`src/rtl/multicycle_control_unit.sv`:
```
// Control FSM for the multicycle RV32I datapath (shared ALU and shared memory).
// Latency: beq 3, R/I/sw/jal/lui 4, lw/jalr 5 cycles, plus one per memory wait cycle.
// Backpressure: FETCH, MEMREAD and MEMWR hold until MemReady; strobes only fire on the completing cycle.
module multicycle_control_unit #(
  parameter bit USE_MEM_READY = 1'b1
) (
  input  logic        clk,
  input  logic        rst_n,
  input  logic [31:0] Instr,
  input  logic        Zero,
  input  logic        MemReady,
  output logic        PCWrite,
  output logic        AdrSrc,
  output logic        MemWrite,
  output logic        IRWrite,
  output logic [1:0]  ResultSrc,
  output logic [1:0]  ALUSrcA,
  output logic [1:0]  ALUSrcB,
  output logic [2:0]  ALUControl,
  output logic [2:0]  ImmSrc,
  output logic        RegWrite,
  output logic        IllegalInstr
);

  localparam logic [6:0] OP_R    = 7'b0110011;
  localparam logic [6:0] OP_I    = 7'b0010011;
  localparam logic [6:0] OP_LW   = 7'b0000011;
  localparam logic [6:0] OP_SW   = 7'b0100011;
  localparam logic [6:0] OP_BEQ  = 7'b1100011;
  localparam logic [6:0] OP_JAL  = 7'b1101111;
  localparam logic [6:0] OP_JALR = 7'b1100111;
  localparam logic [6:0] OP_LUI  = 7'b0110111;

  typedef enum logic [3:0] {
    S_FETCH, S_DECODE, S_MEMADR, S_MEMREAD, S_MEMWB, S_MEMWR, S_EXECR,
    S_EXECI, S_LUI, S_ALUWB, S_BEQ, S_JAL, S_JALRADR, S_JALRPC
  } state_t;

  state_t      state, next_state, cur;
  logic [6:0]  opcode;
  logic [2:0]  funct3;
  logic        funct7b5, mem_rdy;
  logic        pc_update, branch, ir_write, mem_write, reg_write, illegal;
  logic [1:0]  alu_op;
  logic        unused_bits;

  assign opcode      = Instr[6:0];
  assign funct3      = Instr[14:12];
  assign funct7b5    = Instr[30];
  assign unused_bits = ^{Instr[31], Instr[29:15], Instr[11:7]};
  assign mem_rdy     = USE_MEM_READY ? MemReady : 1'b1;

  // State register; reset returns to FETCH and abandons any instruction in flight.
  always_ff @(posedge clk) begin
    if (!rst_n) state <= S_FETCH;
    else        state <= next_state;
  end

  // While in reset the outputs show the FETCH decode (strobes are masked below).
  assign cur = rst_n ? state : S_FETCH;

  // Next-state selection: memory states hold until the access completes.
  always_comb begin
    next_state = S_FETCH;
    case (state)
      S_FETCH:   next_state = mem_rdy ? S_DECODE : S_FETCH;
      S_DECODE: begin
        case (opcode)
          OP_LW, OP_SW: next_state = S_MEMADR;
          OP_R:         next_state = S_EXECR;
          OP_I:         next_state = S_EXECI;
          OP_BEQ:       next_state = S_BEQ;
          OP_JAL:       next_state = S_JAL;
          OP_JALR:      next_state = S_JALRADR;
          OP_LUI:       next_state = S_LUI;
          default:      next_state = S_FETCH;
        endcase
      end
      S_MEMADR:  next_state = (opcode == OP_SW) ? S_MEMWR : S_MEMREAD;
      S_MEMREAD: next_state = mem_rdy ? S_MEMWB : S_MEMREAD;
      S_MEMWB:   next_state = S_FETCH;
      S_MEMWR:   next_state = mem_rdy ? S_FETCH : S_MEMWR;
      S_EXECR,
      S_EXECI,
      S_LUI,
      S_JAL,
      S_JALRPC:  next_state = S_ALUWB;
      S_JALRADR: next_state = S_JALRPC;
      default:   next_state = S_FETCH;
    endcase
  end

  // Per-state mux selects and raw strobes (Moore part, plus MemReady qualification).
  always_comb begin
    AdrSrc    = 1'b0;
    ResultSrc = 2'b00;
    ALUSrcA   = 2'b00;
    ALUSrcB   = 2'b00;
    alu_op    = 2'b00;
    pc_update = 1'b0;
    branch    = 1'b0;
    ir_write  = 1'b0;
    mem_write = 1'b0;
    reg_write = 1'b0;
    illegal   = 1'b0;
    case (cur)
      S_FETCH: begin
        ALUSrcB = 2'b10; ResultSrc = 2'b10;
        ir_write = mem_rdy; pc_update = mem_rdy;
      end
      S_DECODE: begin
        ALUSrcA = 2'b01; ALUSrcB = 2'b01;
        illegal = !(opcode inside {OP_R, OP_I, OP_LW, OP_SW, OP_BEQ, OP_JAL, OP_JALR, OP_LUI});
      end
      S_MEMADR:  begin ALUSrcA = 2'b10; ALUSrcB = 2'b01; end
      S_MEMREAD: AdrSrc = 1'b1;
      S_MEMWB:   begin ResultSrc = 2'b01; reg_write = 1'b1; end
      S_MEMWR:   begin AdrSrc = 1'b1; mem_write = mem_rdy; end
      S_EXECR:   begin ALUSrcA = 2'b10; ALUSrcB = 2'b00; alu_op = 2'b10; end
      S_EXECI:   begin ALUSrcA = 2'b10; ALUSrcB = 2'b01; alu_op = 2'b10; end
      S_LUI:     begin ALUSrcA = 2'b11; ALUSrcB = 2'b01; end
      S_ALUWB:   reg_write = 1'b1;
      S_BEQ:     begin ALUSrcA = 2'b10; alu_op = 2'b01; branch = 1'b1; end
      S_JAL,
      S_JALRPC:  begin ALUSrcA = 2'b01; ALUSrcB = 2'b10; pc_update = 1'b1; end
      S_JALRADR: begin ALUSrcA = 2'b10; ALUSrcB = 2'b01; end
      default: ;
    endcase
  end

  // ALU operation decode; sub only for R-type with funct7 bit 5 set.
  always_comb begin
    ALUControl = 3'b000;
    case (alu_op)
      2'b01: ALUControl = 3'b001;
      2'b10: begin
        case (funct3)
          3'b000:  ALUControl = (opcode == OP_R && funct7b5) ? 3'b001 : 3'b000;
          3'b010:  ALUControl = 3'b101;
          3'b110:  ALUControl = 3'b011;
          3'b111:  ALUControl = 3'b010;
          default: ALUControl = 3'b000;
        endcase
      end
      default: ALUControl = 3'b000;
    endcase
  end

  // Immediate format is a pure function of the opcode.
  always_comb begin
    case (opcode)
      OP_SW:   ImmSrc = 3'b001;
      OP_BEQ:  ImmSrc = 3'b010;
      OP_JAL:  ImmSrc = 3'b011;
      OP_LUI:  ImmSrc = 3'b100;
      default: ImmSrc = 3'b000;
    endcase
  end

  // Architectural strobes are suppressed for the whole reset cycle.
  assign PCWrite      = rst_n & (pc_update | (branch & Zero));
  assign IRWrite      = rst_n & ir_write;
  assign MemWrite     = rst_n & mem_write;
  assign RegWrite     = rst_n & reg_write;
  assign IllegalInstr = rst_n & illegal;

endmodule

```
`config.mk`:
```
export PLATFORM = sky130hd
export DESIGN_NAME = multicycle_control_unit
export DESIGN_NICKNAME = d
export VERILOG_FILES = /design/src/rtl/multicycle_control_unit.sv
export SDC_FILE = /design/constraint.sdc
export NUM_CORES = 1
export LEC_CHECK = 0
export ABC_AREA = 0
export CAP_MARGIN = 25
export CORE_UTILIZATION = 41
export CTS_BUF_LIST = sky130_fd_sc_hd__clkbuf_4
export DETAILED_ROUTE_END_ITERATION = 8
export PLACE_DENSITY = 0.94
export SETUP_SLACK_MARGIN = 0.2
export SLEW_MARGIN = 20
export SYNTH_ARGS = -nofsm -noshare
export SYNTH_HDL_FRONTEND = slang
export SYNTH_SLANG_ARGS = --single-unit
```
`constraint.sdc`:
```
create_clock -name clk -period 4.97 [get_ports clk]
set_input_delay 0.7455 -clock clk [delete_from_list [all_inputs] [get_ports clk]]
set_output_delay 0.7455 -clock clk [all_outputs]
set_load 0.03 [all_outputs]
```
==> run metrics <==
n_diodes=0; number of max-cap violations=0; Area contributors post-synth=dfxtp_1, nand2b_1, nand2_1, nor2_1, and3_1; flop-to-flop setup slack=2.98 ns; synth cell count leaders=nand2_1, nor2_1, nand2b_1, buf_2, nand3_1; FF+latch count, synth=4; Least-Margin Pin Slew=between 0.7 and 0.8 ns; largest net degree at the start of global routing=20; antenna violations before repair=0; RSZ-0062 raised after global routing=false; vias post-DR=1016; Avg WL per Cell=13.1 µm; Via-to-Cell Ratio=5.84; CP most frequent cell=clkdlybuf4s50_1; Avg Inst Size Synth=approximately 6.8 µm²; Die ar.=2260 µm²; Yosys top cell area share=a little under a tenth; Nets=187; clk root buf=clkbuf_4; worst stage delay on the critical path=0.72 ns; All-Layer GR Usage=21.5%; Initial Util=43.4%; CP Cell Sequence=clkdlybuf4s50_1 -> nand2b_1 -> nor4_2 -> ha_1 -> nor4_1 -> clkdlybuf4s50_1; part of the cycle the worst path needs=about four fifths; first-pass GRT wire length=3640 µm; YS warnings=0; max reg flops=4; Layout Utilization=about three fifths; Final TNS setup=0 ns; Worst setup SP type=input port; cell count of the worst reg-to-reg path=4; Unique masters post-synth=45; number of global-route vias before repair=880; DRT iter0 DRCs=38; worst hold path depth=2; # rows=16; DP Cell Count=171; DIE HEIGHT=between 40 and 50 µm; cell accounting for the most synthesized area=dfxtp_1; min cycle time layout=3.91 ns; final wirelength=2280 µm; Critical R2R Launch=state[3]$_SDFF_PN0_; Max Clk Rate=255 MHz; relative slew slack=49.2%; CP max stage cell=clkdlybuf4s50_1; Bufs on Longest Clock Path=2; crit path kind=input port to output pin; CTS tree=built; Leak Pwr=0.383 nW; Post-Syn Area=approximately 850 µm²; RePlAce Congestion=a little over 0.8; Fin. Hold Viols=0; worst hold slack=0.825 ns; ys flop type=dfxtp_1; final setup skew=0.00288 ns; top flop regs=state x4; Worst Path Required=4.22 ns; Hold Path Sink=state[1]$_SDFF_PN0_; Biggest register=state; asr flop ratio synth=0%; postcts setup bufs=0; power density over the cells=roughly 120 nW/µm²; # IOs=54; H-tree depth=1; sequential share of the synthesized area=9.40%; worst r2r dst=state[2]$_SDFF_PN0_; Worst Path Arrival=3.17 ns; EDFF count, synth=0; beginning of the worst hold path=state[0]$_SDFF_PN0_; status=finished clean; Core ar.=1960 µm²; number of buffers created by CTS=3; number of detailed-route iterations in the first pass=4; layout cells sized above 1=5.44%; Remaining Overflow, GRT=0; Worst Path Max Fanout=12; Synthesized Nets=approximately 160; Clock Sinks=4; Cell Count, Final, Fillers Out=174; Resized cells post-CTS=0; HPWL Detailed=1750 µm; CTS Hold Bufs=0; Hold Crit Class=register to register; Clock Latency Late Sink=0.23 ns; Layout area overhead=34.9%; top-count cell post-synth=nand2_1; Reg clk slew, reported paths=around 0.040 ns; ANT nets after route=0; fin. max-slew vios=0; Residual DRC=0; Port Buffer Count=32; cells after synthesis=125; Critical Path End Type=output pin; Max VDD drop=0.0000596 V; die width=approximately 48 µm; # setup viols final=0
layout by cell type (no fill, tap or decap), drive strengths merged, types with 3 or more instances in the layout:
master / instances
a21boi: 3
a21oi: 4
a31oi: 4
and3: 5
clkbuf: 3
clkdlybuf4s50: 32
dfxtp: 4
inv: 6
nand2: 13
nand2b: 8
nand3: 6
nor2: 9
nor2b: 3
nor3: 5
nor4: 5
o21a: 3
o22ai: 3
or3: 3
critical path: cells and delay by family:
kind / cells / cell delay (ns)
and+or+nand+nor: 3 / 0.70
adders and majority gates: 1 / 0.32
buffers and inverters: 2 / 1.40
metal layers:
metal  up-vias  wire length [µm]  GRT usage (%)
met4         0                 0           5.00
met2        40              1210           41.4
met3         0                91           1.51
li1        508                 -              -
met5         -                 0              0
met1       468               980           25.6
how the worst max path moves through the flow:
stage / start / end / slack (ns)
6_report: rst_n / ALUControl[2] / 1.06
5_1_grt: rst_n / ALUControl[2] / 0.86
4_1_cts: rst_n / ALUControl[2] / 1.06
3_5_place_dp: rst_n / ALUControl[2] / 1.06
3_3_place_gp: rst_n / ALUControl[2] / 1.12
2_1_floorplan: rst_n / ALUControl[2] / 1.77
per-stage QoR:
step | power, mW | cell area, µm² | worst slack [ns]
after floorplan | 0.0731 | 852 | 1.77
after global placement | 0.0949 | 1130 | 1.12
after detailed placement | 0.0967 | 1130 | 1.06
after CTS | 0.135 | 1150 | 1.06
after global routing | 0.141 | 1150 | 0.860
final | 0.134 | 1150 | 1.06
final cells by class:
cell class	count	area, µm²
multi-input combinational	102	671
clock buffer	3	22.5
timing repair buffer	32	320
sequential	4	80.1
inverter	6	22.5
fill	208	812
tap	27	33.8
report_power, final:
group / switching (mW) / internal (mW) / leakage, nW
registers: 0.00389 / 0.0332 / 0.0325
logic: 0.0312 / 0.0283 / 0.337
clock network: 0.0108 / 0.0268 / 0.0138
total: 0.0458 / 0.0884 / 0.383
cell families (layout without fill, tap and decap cells):
| group | after synthesis | after routing | share of synthesized area, % |
|---|---|---|---|
| fa+ha+maj | 2 | 2 | 2.94 |
| simple gates | 66 | 66 | 45.1 |
| compound gates | 29 | 29 | 25.4 |
| flops | 4 | 4 | 9.40 |
| mux | 1 | 1 | 1.17 |
| xor+xnor | 4 | 4 | 4.11 |
| buf+inv | 19 | 41 | 11.9 |
Note: power is estimated with default switching activity, not from simulation.
